[config.mk]
export PLATFORM = sky130hd
export DESIGN_NAME = fetch_unit
export DESIGN_NICKNAME = d
export VERILOG_FILES = /design/src/rtl/riscv_pkg.sv /design/src/rtl/fetch_fifo.sv /design/src/rtl/fetch_unit.sv
export SDC_FILE = /design/constraint.sdc
export NUM_CORES = 1
export LEC_CHECK = 0
export BUFFER_PORTS_ARGS = -buffer_cell sky130_fd_sc_hd__buf_2
export CAP_MARGIN = 20
export CORE_ASPECT_RATIO = 0.5
export CORE_MARGIN = 2
export CORE_UTILIZATION = 55
export DETAILED_ROUTE_END_ITERATION = 10
export GPL_ROUTABILITY_DRIVEN = 0
export PLACE_DENSITY = 0.79
export SETUP_SLACK_MARGIN = 0.3
export SLEW_MARGIN = 15
export SYNTH_ARGS = -nofsm -noshare
export SYNTH_HDL_FRONTEND = slang
export SYNTH_SLANG_ARGS = --single-unit
[constraint.sdc]
create_clock -name clk -period 5.4 [get_ports clk]
set_input_delay 0.81 -clock clk [delete_from_list [all_inputs] [get_ports clk]]
set_output_delay 0.81 -clock clk [all_outputs]
set_load 0.02 [all_outputs]
[src/rtl/riscv_pkg.sv]
// riscv_pkg: shared RV32 fetch-path types and constants.
package riscv_pkg;

  localparam int unsigned     XLEN             = 32;
  localparam logic [XLEN-1:0] INST_NOP         = 32'h0000_0013;
  localparam logic [XLEN-1:0] RESET_PC_DEFAULT = 32'h0000_0000;

  // One buffered fetch result: instruction word and the address it came from.
  typedef struct packed {
    logic [XLEN-1:0] inst;
    logic [XLEN-1:0] pc;
  } fetch_entry_t;

endpackage

[src/rtl/fetch_fifo.sv]
// fetch_fifo: synchronous FIFO of fetch entries. Flush wins over push.
module fetch_fifo
  import riscv_pkg::*;
#(
  parameter int unsigned DEPTH = 2
) (
  input  logic                   clk,
  input  logic                   rst_n,
  input  logic                   push,
  input  fetch_entry_t           push_data,
  input  logic                   pop,
  input  logic                   flush,
  output fetch_entry_t           head,
  output logic                   full,
  output logic                   empty,
  output logic [$clog2(DEPTH):0] count
);

  localparam int unsigned  AW       = $clog2(DEPTH);
  localparam logic [AW:0]  CNT_FULL = (AW+1)'(DEPTH);

  fetch_entry_t  r_mem [DEPTH];
  logic [AW-1:0] r_wptr;
  logic [AW-1:0] r_rptr;
  logic [AW:0]   r_count;
  logic          w_push;
  logic          w_pop;

  assign full   = (r_count == CNT_FULL);
  assign empty  = (r_count == '0);
  assign count  = r_count;
  assign head   = r_mem[r_rptr];
  assign w_push = push & ~full & ~flush;
  assign w_pop  = pop & ~empty & ~flush;

  // Pointer and occupancy tracking; flush and reset both empty the buffer.
  always_ff @(posedge clk) begin
    if (!rst_n || flush) begin
      r_wptr  <= '0;
      r_rptr  <= '0;
      r_count <= '0;
    end else begin
      if (w_push) r_wptr <= r_wptr + AW'(1);
      if (w_pop)  r_rptr <= r_rptr + AW'(1);
      case ({w_push, w_pop})
        2'b10:   r_count <= r_count + (AW+1)'(1);
        2'b01:   r_count <= r_count - (AW+1)'(1);
        default: r_count <= r_count;
      endcase
    end
  end

  // Storage array; contents are don't-care until written.
  always_ff @(posedge clk) begin
    if (w_push) r_mem[r_wptr] <= push_data;
  end

endmodule

[src/rtl/fetch_unit.sv]
// fetch_unit: PC, imem request credits, stale-response dropping and the
// decode-facing instruction buffer.
// Optional FETCH_BYPASS_EN: an imem response may feed decode in the same
// cycle when the buffer is empty and nothing is being dropped.
module fetch_unit
  import riscv_pkg::*;
#(
  parameter logic [XLEN-1:0] RESET_PC  = RESET_PC_DEFAULT,
  parameter int unsigned     BUF_DEPTH = 2
) (
  input  logic            clk,
  input  logic            rst_n,
  output logic            imem_req_valid,
  input  logic            imem_req_ready,
  output logic [XLEN-1:0] imem_req_addr,
  input  logic            imem_rsp_valid,
  input  logic [XLEN-1:0] imem_rsp_data,
  input  logic            redirect_valid,
  input  logic [XLEN-1:0] redirect_pc,
  output logic            dec_valid,
  input  logic            dec_ready,
  output logic [XLEN-1:0] dec_inst,
  output logic [XLEN-1:0] dec_pc
);

  localparam int unsigned CW      = $clog2(BUF_DEPTH) + 1;
  localparam logic [CW:0] CREDITS = (CW+1)'(BUF_DEPTH);

  logic [XLEN-1:0] r_fetch_pc;
  logic [XLEN-1:0] r_rsp_pc;
  logic [CW-1:0]   r_outstanding;
  logic [CW-1:0]   r_drop_cnt;

  fetch_entry_t    w_head;
  fetch_entry_t    w_push_data;
  logic            w_full;
  logic            w_empty;
  logic [CW-1:0]   w_count;
  logic            w_push;
  logic            w_pop;
  logic            w_req_fire;
  logic            w_rsp_drop;
  logic            w_rsp_keep;
  logic            w_bypass;
  logic [CW:0]     w_inflight;
  logic [XLEN-1:0] w_redirect_pc;

  assign w_redirect_pc = {redirect_pc[XLEN-1:2], 2'b00};
  assign w_rsp_drop    = imem_rsp_valid & (r_drop_cnt != '0);
  assign w_rsp_keep    = imem_rsp_valid & (r_drop_cnt == '0) & ~redirect_valid;

`ifdef FETCH_BYPASS_EN
  assign w_bypass = w_empty & w_rsp_keep;
`else
  assign w_bypass = 1'b0;
`endif

  // With an empty buffer r_rsp_pc is the address of the next word to arrive,
  // so it doubles as the bypass pc and as the idle/reset dec_pc.
  assign dec_valid   = ~w_empty | w_bypass;
  assign dec_inst    = ~w_empty ? w_head.inst : (w_bypass ? imem_rsp_data : INST_NOP);
  assign dec_pc      = ~w_empty ? w_head.pc : r_rsp_pc;
  assign w_pop       = dec_valid & dec_ready & ~redirect_valid & ~w_empty;
  assign w_push      = w_rsp_keep & ~(w_bypass & dec_ready);
  assign w_push_data = '{inst: imem_rsp_data, pc: r_rsp_pc};

  // A slot being popped this cycle is counted as free: the response to any
  // request issued now lands no earlier than next cycle, after the pop.
  assign w_inflight     = {1'b0, r_outstanding} + {1'b0, w_count} - (CW+1)'(w_pop);
  assign imem_req_valid = rst_n & ~redirect_valid & (w_inflight < CREDITS);
  assign imem_req_addr  = r_fetch_pc;
  assign w_req_fire     = imem_req_valid & imem_req_ready;

  fetch_fifo #(
    .DEPTH (BUF_DEPTH)
  ) u_fifo (
    .clk       (clk),
    .rst_n     (rst_n),
    .push      (w_push),
    .push_data (w_push_data),
    .pop       (w_pop),
    .flush     (redirect_valid),
    .head      (w_head),
    .full      (w_full),
    .empty     (w_empty),
    .count     (w_count)
  );

  // PC, outstanding-request and stale-response bookkeeping; redirect wins.
  always_ff @(posedge clk) begin
    if (!rst_n) begin
      r_fetch_pc    <= RESET_PC;
      r_rsp_pc      <= RESET_PC;
      r_outstanding <= '0;
      r_drop_cnt    <= '0;
    end else begin
      r_outstanding <= r_outstanding + CW'(w_req_fire) - CW'(imem_rsp_valid);
      if (redirect_valid) begin
        r_fetch_pc <= w_redirect_pc;
        r_rsp_pc   <= w_redirect_pc;
        r_drop_cnt <= r_outstanding - CW'(imem_rsp_valid);
      end else begin
        if (w_req_fire) r_fetch_pc <= r_fetch_pc + 32'd4;
        if (w_rsp_keep) r_rsp_pc   <= r_rsp_pc + 32'd4;
        if (w_rsp_drop) r_drop_cnt <= r_drop_cnt - CW'(1);
      end
    end
  end

  a_no_overflow: assert property (@(posedge clk) disable iff (!rst_n)
    !(w_push && w_full && !redirect_valid));

endmodule

== Word-level counts from Yosys, hierarchy flattened ==
Memories as Yosys holds them, arrays and structs flattened. A register that Yosys moved wholly into a read port is not among the register bits.
Cells that the tools add are included.

* Bitwise gates (word level): 17
* Equality and inequality tests: 3
* Reduce and logical (&&, ||, !) cells: 10
* Magnitude comparators: 1
* $add $sub $neg: 12
* Mux-type cells: 13

{| class="wikitable"
|+ Operators with widths
! cell !! number
|-
| $mux 32 || 6
|-
| $add 32x3->32 const B || 2
|-
| $and 1x1->1 || 13
|-
| $reduce_bool 2->1 || 5
|-
| $eq 2x2->1 const B || 2
|-
| $logic_not 2->1 || 2
|-
| $mux 1 || 4
|-
| $mux 2 || 2
|-
| $not 1->1 || 4
|-
| $pmux 2 s2 || 1
|-
| $sub 2x1->2 || 2
|-
| $sub 2x1->2 const B || 2
|-
| $add 2x2->3 || 1
|-
| $lt 3x2->1 const B || 1
|-
| $sub 3x1->3 || 1
|-
| $add 1x1->1 const B || 2
|-
| $add 2x1->2 || 1
|-
| $add 2x1->2 const B || 1
|-
| $eq 2x1->1 const B || 1
|-
| $reduce_or 2->1 || 1
|-
| $logic_not 1->1 || 1
|-
| $logic_or 1x1->1 || 1
|}

* RAM bits: 128
* Register bits: 72
* Bits of input ports: 70
* Output and inout bits: 98
* Memories: 1

{| class="wikitable"
|+ Memory list
! name !! words !! width !! rd ports !! clocked after memory_dff !! wr ports !! RTL line !! RTL
|-
| u_fifo.r_mem || 2 || 64 || 1 || 1 || 1 || fetch_fifo.sv:22 || <nowiki>fetch_entry_t r_mem [DEPTH];</nowiki>
|}

== Longest topological paths before layout ==
Gate-level depths: netlist (run 1).

* Depth after elaboration: 11
* Gate-level depth with buffers: 19
* Depth with buffers taken out: 15

== Modules after synthesis ==
A second synthesis (run 1) with hierarchy kept.

* Cell total of the unflattened synthesis: 762
* Area total of the unflattened synthesis: 9161.3 um2

{| class="wikitable"
|+ Modules (own cells, without submodules)
! module !! area an instance (um2) !! instances !! cells each !! seq. area each (um2)
|-
| fetch_fifo || 4829.6 || 1 || 228 || 3943.8
|-
| fetch_unit || 4331.7 || 1 || 534 || 1281.2
|}

== Worst setup path after synthesis (run 1) ==
Ideal clock, no wire load.

* Path kind: input to register
* Start: input port redirect_valid
* End: memory u_fifo.r_mem[0][10] (netlist name), enable pin
* Required time: 4.918 ns
* Data arrival time: 3.984 ns
* Setup time: 0.482 ns
* Slack: 0.934 ns
* Stages on the path: 4
* Cell sequence: clkbuf_1 > nor3_1 > inv_1 > nor2_1

* Longest elaborated chain between the ends: 6

{| class="wikitable"
|+ Ends and longest elaborated chain
! what !! RTL line !! RTL
|-
| from (decl) || fetch_unit.sv:18 || <nowiki>input logic redirect_valid,</nowiki>
|-
| $not 1->1 * || fetch_fifo.sv:33, fetch_unit.sv:50 ||
|-
| $and 1x1->1 || fetch_unit.sv:50 || <nowiki>assign w_rsp_keep = imem_rsp_valid & (r_drop_cnt == '0) & ~redirect_valid;</nowiki>
|-
| $and 1x1->1 || fetch_fifo.sv:33 || <nowiki>assign w_push = push & ~full & ~flush;</nowiki>
|-
| $and 1x1->1 * || fetch_fifo.sv:33 ||
|-
| $mux 1 * || fetch_fifo.sv:55 || <nowiki>if (w_push) r_mem[r_wptr] <= push_data;</nowiki>
|-
| $mux 1 (implied by the code) * || fetch_fifo.sv:55 ||
|-
| to (decl) || fetch_fifo.sv:22 ||
|}

Mark *: on every way between the ends. The rest lies on a longest branch, timed or not.

== Worst setup path in the final report (run 1) ==
* Start: register u_fifo.r_count[0], in the netlist u_fifo.count[0]
* End: register r_outstanding[1]

* Longest elaborated chain between the ends: 11

{| class="wikitable"
|+ Ends and longest elaborated chain
! what !! RTL line !! RTL
|-
| from (decl) || fetch_fifo.sv:25 || <nowiki>logic [AW:0] r_count;</nowiki>
|-
| from (signal assigned) || fetch_fifo.sv:46 || <nowiki>2'b10: r_count <= r_count + (AW+1)'(1);</nowiki>
|-
| from (signal assigned) || fetch_fifo.sv:47 || <nowiki>2'b01: r_count <= r_count - (AW+1)'(1);</nowiki>
|-
| from (signal assigned) || fetch_fifo.sv:48 || <nowiki>default: r_count <= r_count;</nowiki>
|-
| $logic_not 2->1 || fetch_fifo.sv:30 || <nowiki>assign empty = (r_count == '0);</nowiki>
|-
| $not 1->1 || fetch_unit.sv:60, fetch_unit.sv:63 ||
|-
| $and 1x1->1 (3 in series) || fetch_unit.sv:63 || <nowiki>assign w_pop = dec_valid & dec_ready & ~redirect_valid & ~w_empty;</nowiki>
|-
| $sub 3x1->3 * || fetch_unit.sv:69 || <nowiki>assign w_inflight = {1'b0, r_outstanding} + {1'b0, w_count} - (CW+1)'(w_pop);</nowiki>
|-
| $lt 3x2->1 * || fetch_unit.sv:70 || <nowiki>assign imem_req_valid = rst_n & ~redirect_valid & (w_inflight < CREDITS);</nowiki>
|-
| $and 1x1->1 * || fetch_unit.sv:70 ||
|-
| $and 1x1->1 * || fetch_unit.sv:72 || <nowiki>assign w_req_fire = imem_req_valid & imem_req_ready;</nowiki>
|-
| $add 2x1->2 * || fetch_unit.sv:97 || <nowiki>r_outstanding <= r_outstanding + CW'(w_req_fire) - CW'(imem_rsp_valid);</nowiki>
|-
| $sub 2x1->2 * || fetch_unit.sv:97 ||
|-
| to (signal assigned) || fetch_unit.sv:97 ||
|-
| to (decl) || fetch_unit.sv:31 || <nowiki>logic [CW-1:0] r_outstanding;</nowiki>
|}

Marks and branches as above.
A chain may end at the register's enable or synchronous reset.

==> results of run 1 <==
cell families (layout without fill, tap and decap cells):
group,after synthesis,in the layout
buffers and inverters,64,215
xor gates and xnor gates,50,50
muxes,65,65
other,1,4
AOI/OAI and AO/OA,148,148
DFF,193,193
adders and majority gates,10,10
and+or+nand+nor,251,251
metal layers:
metal	vias to the layer above	GRT usage	part of all wire
li1	3132	-	-
met1	3082	0.349	0.47
met2	286	0.371	0.44
met3	26	0.0475	0.075
met4	0	0.0665	0.012
met5	-	0	0
stage by stage:
step	area, sq um	total power, mW	hold slack, ns	setup WS [ns]	std cells
2_1_floorplan	8720	1.98	0.471	0.934	785
3_5_place_dp	9610	2.11	0.498	1.53	1108
5_1_grt	10200	3.39	0.535	1.48	1140
6_report	10200	3.27	0.515	1.67	1140
3_3_place_gp	9610	2.10	0.483	1.58	1108
4_1_cts	10200	3.29	0.510	1.67	1140
worst max-delay path: cells and delay by family (launching register included):
family	cells	cell delay, ns
XOR/XNOR	2	0.29
adder cells (fa/ha/maj)	4	1.12
buffers and inverters	4	0.90
flip-flops	1	0.48
AND/OR/NAND/NOR	6	0.80
how the worst max path moves through the flow:
stage / cells past startpoint / end / startpoint
floorplan: 4 / u_fifo.r_mem[0][10]$_DFFE_PP_ / redirect_valid
global placement: 14 / r_outstanding[0]$_SDFF_PN0_ / dec_ready
detailed placement: 15 / r_outstanding[1]$_SDFF_PN0_ / dec_ready
CTS: 16 / r_outstanding[1]$_SDFF_PN0_ / u_fifo.count[0]$_SDFFE_PP0P_
global route: 16 / r_outstanding[1]$_SDFF_PN0_ / u_fifo.count[0]$_SDFFE_PP0P_
finish: 16 / r_outstanding[1]$_SDFF_PN0_ / u_fifo.count[0]$_SDFFE_PP0P_
power breakdown:
part | leakage [nW] | switching, mW | total, mW | internal (mW)
logic | 1.76 | 0.235 | 0.369 | 0.134
registers | 1.71 | 0.0705 | 1.72 | 1.65
clock network | 0.266 | 0.585 | 1.19 | 0.603
synthesized netlist by cell type, types with 9 or more instances:
library cell / count
clkbuf_1: 31
xor2_1: 26
o22ai_1: 10
nand3_1: 31
edfxtp_1: 124
a21oi_1: 38
mux2i_1: 64
inv_1: 13
and2_1: 15
and3_1: 13
ha_1: 9
a31oi_1: 12
o21ai_0: 64
nand2_1: 71
dfxtp_1: 69
xnor2_1: 24
nor3_1: 14
nand4_1: 20
nor2_1: 61
flip-flops by register name (all words and copies together), names as in the netlist, named ones only:
signal and flops:
r_outstanding 2, r_rsp_pc 30, u_fifo.r_wptr 1, u_fifo.r_rptr 1, r_drop_cnt 2, u_fifo.count 2
imem_req_addr 30, u_fifo.r_mem 124
cell type report:
type / count / area (sq um) / share of cell area
Sequential cell: 193 / 5110 / 0.502
Multi-Input combinational cell: 528 / 3340 / 0.329
Timing Repair Buffer: 167 / 851 / 0.0837
Clock buffer: 17 / 425 / 0.0418
Tap cell: 204 / 255 / 0.0251
Clock inverter: 15 / 125 / 0.0123
Inverter: 16 / 60.1 / 0.00591
==> flow_summary.toml, run 1 <==
[sta]
worst_pin_slew_ns = 1.10
max_freq_mhz = 268
max-slew-margin-rel = 0.264
setup_viol = 0
period_needed_ns = 3.73
finClkSkew_ns = 0.0103
tns_ns = 0
grt_setup_unrepaired = "no"
fin_crit_sh = 0.691
final_hold_viol_count = 0
drv_slew = 0

[synth]
synth.avg_cell_area_sq_um = 11.1
netlist_instances = 782
ys_seq_elements = 193
synth_enable_flop_cells = 124
async_reset_ff_frac = 0
netlist_area_sq_um = 8710
synth_area_leaders = "edfxtp_1 43%, dfxtp_1 16%, mux2i_1 7.4%, o21ai_0 3.7%, nand2_1 3.1%"
muxShareOfSynthArea = 0.0748
ys_seq_area_frac = 0.586
synth_top_family_by_area = "simple AND/OR/NAND/NOR gates"
ys.flop_type = "edfxtp_1"
synth-xor-area-share = 0.0503
ys.warnings.count = 0
synthAdderAreaFrac = 0.0152
synth_top_area_share = 0.427
synth-compound-area-share = 0.0966
yosys.area.top_type = "edfxtp_1"
synth_cell_types = 55
synthSimpleGateAreaFrac = 0.143

[worst_setup_path]
cpPeakStageDelay_ns = 0.51
crit_top_cell = "ha_1"
r2r_cells = 16
end_kind = "flop"
cp_max_fo = 36
r2r_end = "r_outstanding[1]$_SDFF_PN0_"
worstSetupPathType = "reg -> reg"
ff2ff_setup_slack_ns = 1.67
cp.arrival_ns = 4.03
critPathLaunchType = "flop"
cp.required_ns = 5.70
reg2reg_from = "u_fifo.count[0]$_SDFFE_PP0P_"
slowest_stage = "inv_2"
path_cells = "nor2_4, inv_1, nand2_1, nor2_1, ha_1, nand2b_1, fa_1, xor2_1, and4_1, buf_4, inv_2, ha_1, inv_1, ha_1, xnor2_1, nor2_1"

[die]
start_util = 0.564
ios = 168
rows = 32
die_width_um = 182
dieArea_sq_um = 16900
placeableCoreArea_sq_um = 15500
die_h_um = 93

[clock_tree]
cts_tree = "done"
post_cts_buffers = 0
clk_latency_ns = 0.42
hold_buffers = 0
cts_buffer_depth = 2
root_buffer = "clkbuf_16"
cts_resized = 0
cts.clk_slew.worst_paths_ns = 0.08
cts_buffers = 17
htreeDepth = 4
cts_num_sinks = 193

[detailed_routing]
drt_iter0_markers = 488
drc = 0
drt-total-wl_um = 20200
antenna_left = 0
num_vias = 6526
post_drt_wl_per_cell_um = 17.7
drt-pass1-iter-count = 5
via_per_inst = 5.72

[min_path]
holdPathStages = 2
min_path_type = "reg -> reg"
hold_end = "imem_req_addr[10]$_SDFFE_PN0P_"
hold_start = "imem_req_addr[10]$_SDFFE_PN0P_"

[cells_and_area]
final_core_utilization = 0.658
final_cell_mix = "161 x buf_2, 124 x edfxtp_1, 71 x nand2_1"
syn2layout_area_growth_pct = 16.7
final_common_cell = "buf_2"
diodes = 0
nNetsFinal = 1003
drive_above_1_share = 0.231
fill_cells = 1221

[pwr]
p_per_area_nw_per_um2 = 322
leakagePower_nw = 3.74
vdd_ir_drop_max_uv = 238

[global_routing]
grt_pass1_vias = 6157
gr-total-overflow = 0
grt_max_degree = 90
antenna_found_initial = 0
grt_pass1_wl_um = 31900
global_route.usage.total = 0.240

[outcome]
outcome = "complete, no violations"

[placed_design]
port_buffers = 161
hpwl_um = 13200

[flow_run]
max_cap_viol_count = 0
No activity file was read; power rests on OpenSTA's default activity.
==> run 2, diff against run 1 <==
==> constraint.sdc (replaced) <==
create_clock -name clk -period 3.68 [get_ports clk]
set_input_delay 0.552 -clock clk [delete_from_list [all_inputs] [get_ports clk]]
set_output_delay 0.552 -clock clk [all_outputs]
set_load 0.02 [all_outputs]
==> flow_summary.toml, run 2 (same netlist as run 1, synthesis figures left out) <==
[die]
placeableCoreArea_sq_um = 15500
die_width_um = 182
start_util = 0.564
die_h_um = 93
rows = 32
dieArea_sq_um = 16900
ios = 168

[pwr]
p_per_area_nw_per_um2 = 468
leakagePower_nw = 3.80
finalPower_mw = 4.81
vdd_ir_drop_max_uv = 367

[cells_and_area]
nNetsFinal = 1013
syn2layout_area_growth_pct = 18.0
regArea_sq_um = 5110
drive_above_1_share = 0.241
fill_cells = 1200
final_cell_mix = "161 x buf_2, 124 x edfxtp_1, 71 x nand2_1"
multi_input_area_sq_um = 3340
largest_reg_flops = 124
final_core_utilization = 0.665
top_register = "u_fifo.r_mem"
final_common_cell = "buf_2"
diodes = 0

[min_path]
min_path_type = "in -> reg"
hold_end = "u_fifo.r_mem[0][42]$_DFFE_PP_"
holdPathStages = 1
hold_start = "imem_rsp_data[10]"

[detailed_routing]
antenna_left = 0
drt_iter0_markers = 564
post_drt_wl_per_cell_um = 17.2
via_per_inst = 5.69
drt-total-wl_um = 19800
drt-pass1-iter-count = 6
num_vias = 6542
drc = 0

[worst_setup_path]
worstSetupPathType = "reg -> out"
reg2reg_from = "u_fifo.count[1]$_SDFFE_PP0P_"
ff2ff_setup_slack_ns = 0.58
cp.arrival_ns = 2.56
r2r_end = "imem_req_addr[30]$_SDFFE_PN0P_"
cp.required_ns = 3.13
cp_max_fo = 5
end_kind = "output port"
critPathLaunchType = "flop"
r2r_cells = 14

[flow_run]
max_cap_viol_count = 0

[sta]
grt_setup_unrepaired = "no"
max-slew-margin-rel = 0.436
final_hold_viol_count = 0
fin_crit_sh = 0.847
fin_ws_ns = 0.564
worst_pin_slew_ns = 0.846
drv_slew = 0
max_freq_mhz = 321
period_needed_ns = 3.12
hold_ws_ns = 0.309
tns_ns = 0
setup_viol = 0
finClkSkew_ns = 0.0128

[global_routing]
gr-total-overflow = 0
grt_pass1_vias = 5949
antenna_found_initial = 0
global_route.usage.total = 0.237
grt_most_used_layer = "met2"
use_met3 = 0.0533
grt_pass1_wl_um = 31200
met1_usage = 0.339
grt_max_degree = 90
met2_usage = 0.370

[clock_tree]
cts_tree = "done"
cts.clk_slew.worst_paths_ns = 0.08
root_buffer = "clkbuf_16"
htreeDepth = 4
cts_num_sinks = 193
clk_latency_ns = 0.43
cts_buffer_depth = 2
hold_buffers = 0
cts_buffers = 17

[placed_design]
port_buffers = 161
hpwl_um = 13600
dpl_worst_slack_ns = 0.493

[outcome]
outcome = "complete, no violations"
## run 2: timing repair
| action | in CTS | in global routing |
|---|---|---|
| endpoints found under the setup margin | 0 | 3 |
| buffers inserted | 0 | 0 |
| resized for setup | 0 | 1 |
## run 2: worst max-delay path by stage
stage                                       from                              to  slack, ns  cells after the start
floorplan                         redirect_valid     r_outstanding[0]$_SDFF_PN0_       0.31                     16
global placement                       dec_ready     r_outstanding[0]$_SDFF_PN0_       0.58                     13
detailed placement  u_fifo.count[0]$_SDFFE_PP0P_  imem_req_addr[29]$_SDFFE_PN0P_       0.49                     14
CTS                 u_fifo.count[0]$_SDFFE_PP0P_                  imem_req_valid       0.48                     10
global route        u_fifo.count[1]$_SDFFE_PP0P_  imem_req_addr[23]$_SDFFE_PN0P_       0.33                     13
finish              u_fifo.count[1]$_SDFFE_PP0P_                  imem_req_valid       0.56                     10
## run 2: layout make-up
class	instances	share of cell area
clock buffer	17	0.0414
timing repair buffer	177	0.0937
clock inverter	15	0.0122
tap	204	0.0248
sequential	193	0.497
multi-input combinational	528	0.325
inverter	16	0.00608
## run 2: critical path: stages, from the launching register on
cell and delay [ns]:
dfxtp_1 0.40, nor2_4 0.06, inv_2 0.10, nand2_1 0.16, nor2_1 0.14, ha_1 0.23, nand2b_1 0.15, fa_1 0.37
xor2_1 0.16, and3_1 0.19, buf_2 0.17
## run 2: stage by stage
step	cell area, sq um	cells
floorplan	8750	785
global placement	9730	1118
detailed placement	9730	1118
CTS	10300	1150
global route	10300	1150
finish	10300	1150
## run 2: metal layers
metal	part of all wire	up-vias
li1	-	3152
met1	0.46	3112
met2	0.45	266
met3	0.083	12
met4	0.0065	0
met5	0	-
## run 2: power breakdown
part           switching, mW  internal [mW]  total (mW)
logic                  0.346          0.208       0.554
registers              0.103           2.41        2.52
clock network          0.854          0.886        1.74
total                   1.30           3.51        4.81
==> run 3, diff against run 2 <==
==> constraint.sdc (replaced) <==
create_clock -name clk -period 3.2 [get_ports clk]
set_input_delay 0.48 -clock clk [delete_from_list [all_inputs] [get_ports clk]]
set_output_delay 0.48 -clock clk [all_outputs]
set_load 0.02 [all_outputs]
==> flow_summary.toml, run 3 (same netlist as run 1, synthesis figures left out) <==
[outcome]
outcome = "complete, no violations"

[worst_setup_path]
worstSetupPathType = "reg -> out"
ff2ff_setup_slack_ns = 0.42
cp_max_fo = 4
cp.arrival_ns = 2.35
reg2reg_from = "u_fifo.count[1]$_SDFFE_PP0P_"
cp.required_ns = 2.72
r2r_cells = 14
r2r_end = "r_outstanding[1]$_SDFF_PN0_"
critPathLaunchType = "flop"
end_kind = "output port"

[sta]
grt_setup_unrepaired = "no"
tns_ns = 0
setup_viol = 0
hold_ws_ns = 0.239
final_hold_viol_count = 0
max_freq_mhz = 353
fin_crit_sh = 0.886
fin_ws_ns = 0.365
worst_pin_slew_ns = 0.824
drv_slew = 0
period_needed_ns = 2.83
finClkSkew_ns = 0.0143
max-slew-margin-rel = 0.451

[clock_tree]
cts_num_sinks = 193
root_buffer = "clkbuf_16"
cts.clk_slew.worst_paths_ns = 0.07
htreeDepth = 4
cts_buffers = 17
cts_buffer_depth = 2
clk_latency_ns = 0.42
cts_tree = "done"

[flow_run]
max_cap_viol_count = 0

[die]
placeableCoreArea_sq_um = 15500
ios = 168
die_width_um = 182
dieArea_sq_um = 16900
start_util = 0.564
die_h_um = 93
rows = 32

[detailed_routing]
drc = 0
num_vias = 6619
via_per_inst = 5.76
antenna_left = 0
drt_iter0_markers = 535
drt-pass1-iter-count = 5
post_drt_wl_per_cell_um = 17.5
drt-total-wl_um = 20200

[cells_and_area]
final_cell_mix = "160 x buf_2, 124 x edfxtp_1, 70 x nand2_1"
diodes = 0
largest_reg_flops = 124
top_register = "u_fifo.r_mem"
stdcell_count = 1150
fin_area_sq_um = 10400
final_core_utilization = 0.675
drive_above_1_share = 0.252
syn2layout_area_growth_pct = 19.7
final_common_cell = "buf_2"
nNetsFinal = 1013

[global_routing]
grt_pass1_vias = 6270
grt_max_degree = 90
grt_pass1_wl_um = 32000
antenna_found_initial = 1
global_route.usage.total = 0.242
gr-total-overflow = 0

[pwr]
finalPower_mw = 5.75
vdd_ir_drop_max_uv = 451
p_per_area_nw_per_um2 = 552
leakagePower_nw = 3.84

[min_path]
min_path_type = "in -> reg"
hold_end = "u_fifo.r_mem[0][43]$_DFFE_PP_"
hold_start = "imem_rsp_data[11]"
holdPathStages = 1

[placed_design]
post-place-cells = 1116
port_buffers = 161
hpwl_um = 13500
dpl_worst_slack_ns = 0.144
placed_area_sq_um = 9770
run 3: cell types whose count changed in the layout (fill, tap and decap cells not counted), moves of 2 or more:
cell / previous run / this run
bufinv_16: 0 / 3
clkbuf_1: 0 / 2
clkinv_2: 2 / 0
ha_1: 9 / 6
ha_4: 0 / 3
inv_6: 5 / 3
nor2_1: 59 / 57
run 3: cell type report:
type                    count  area [sq um]
clock buffers              19           433
clock inverters            13           176
fillers                  1175          5020
inverters                  16          70.1
multi-input cells         528          3410
flip-flops and latches    193          5110
well taps                 204           255
repair buffers            177           970
run 3: what timing repair did:
item | CTS | global route
pin swaps | 0 | 6
endpoints found under the setup margin | 11 | 12
gates resized for setup | 3 | 8
buffers inserted | 0 | 2
hold buffers | 0 | 0
run 3: worst max-delay path by stage:
stage               slack, ns                    startpoint  cells after the start                              to
global placement         0.25                     dec_ready                     11  imem_req_addr[18]$_SDFFE_PN0P_
floorplan                0.13  u_fifo.count[0]$_SDFFE_PP0P_                     17     r_outstanding[0]$_SDFF_PN0_
detailed placement       0.14                     dec_ready                     11   imem_req_addr[4]$_SDFFE_PN0P_
CTS                      0.34  u_fifo.count[0]$_SDFFE_PP0P_                     10                  imem_req_valid
global route             0.30  u_fifo.count[1]$_SDFFE_PP0P_                     10                  imem_req_valid
finish                   0.37  u_fifo.count[1]$_SDFFE_PP0P_                      9                  imem_req_valid
run 3: where the power goes:
| group | switching (mW) | total, mW | internal, mW |
|---|---|---|---|
| sequential | 0.119 | 2.89 | 2.78 |
| combinational | 0.409 | 0.655 | 0.247 |
| clock | 0.956 | 2.21 | 1.25 |
| total | 1.48 | 5.75 | 4.27 |
run 3: critical path: stages, from the launching register on:
cell and delay, ns:
dfxtp_4 0.36, nor2_4 0.14, inv_4 0.05, nand2_4 0.10, nor2_4 0.05, ha_4 0.23
nand2b_4 0.14, fa_2 0.57, and3_1 0.18, buf_6 0.12
run 3: metal layers:
| layer | up-vias | wire (um) | global-route usage |
|---|---|---|---|
| li1 | 3149 | - | - |
| met1 | 3162 | 9250 | 0.339 |
| met2 | 285 | 8970 | 0.387 |
| met3 | 21 | 1730 | 0.0545 |
| met4 | 2 | 218 | 0.0625 |
| met5 | - | 13 | 0 |
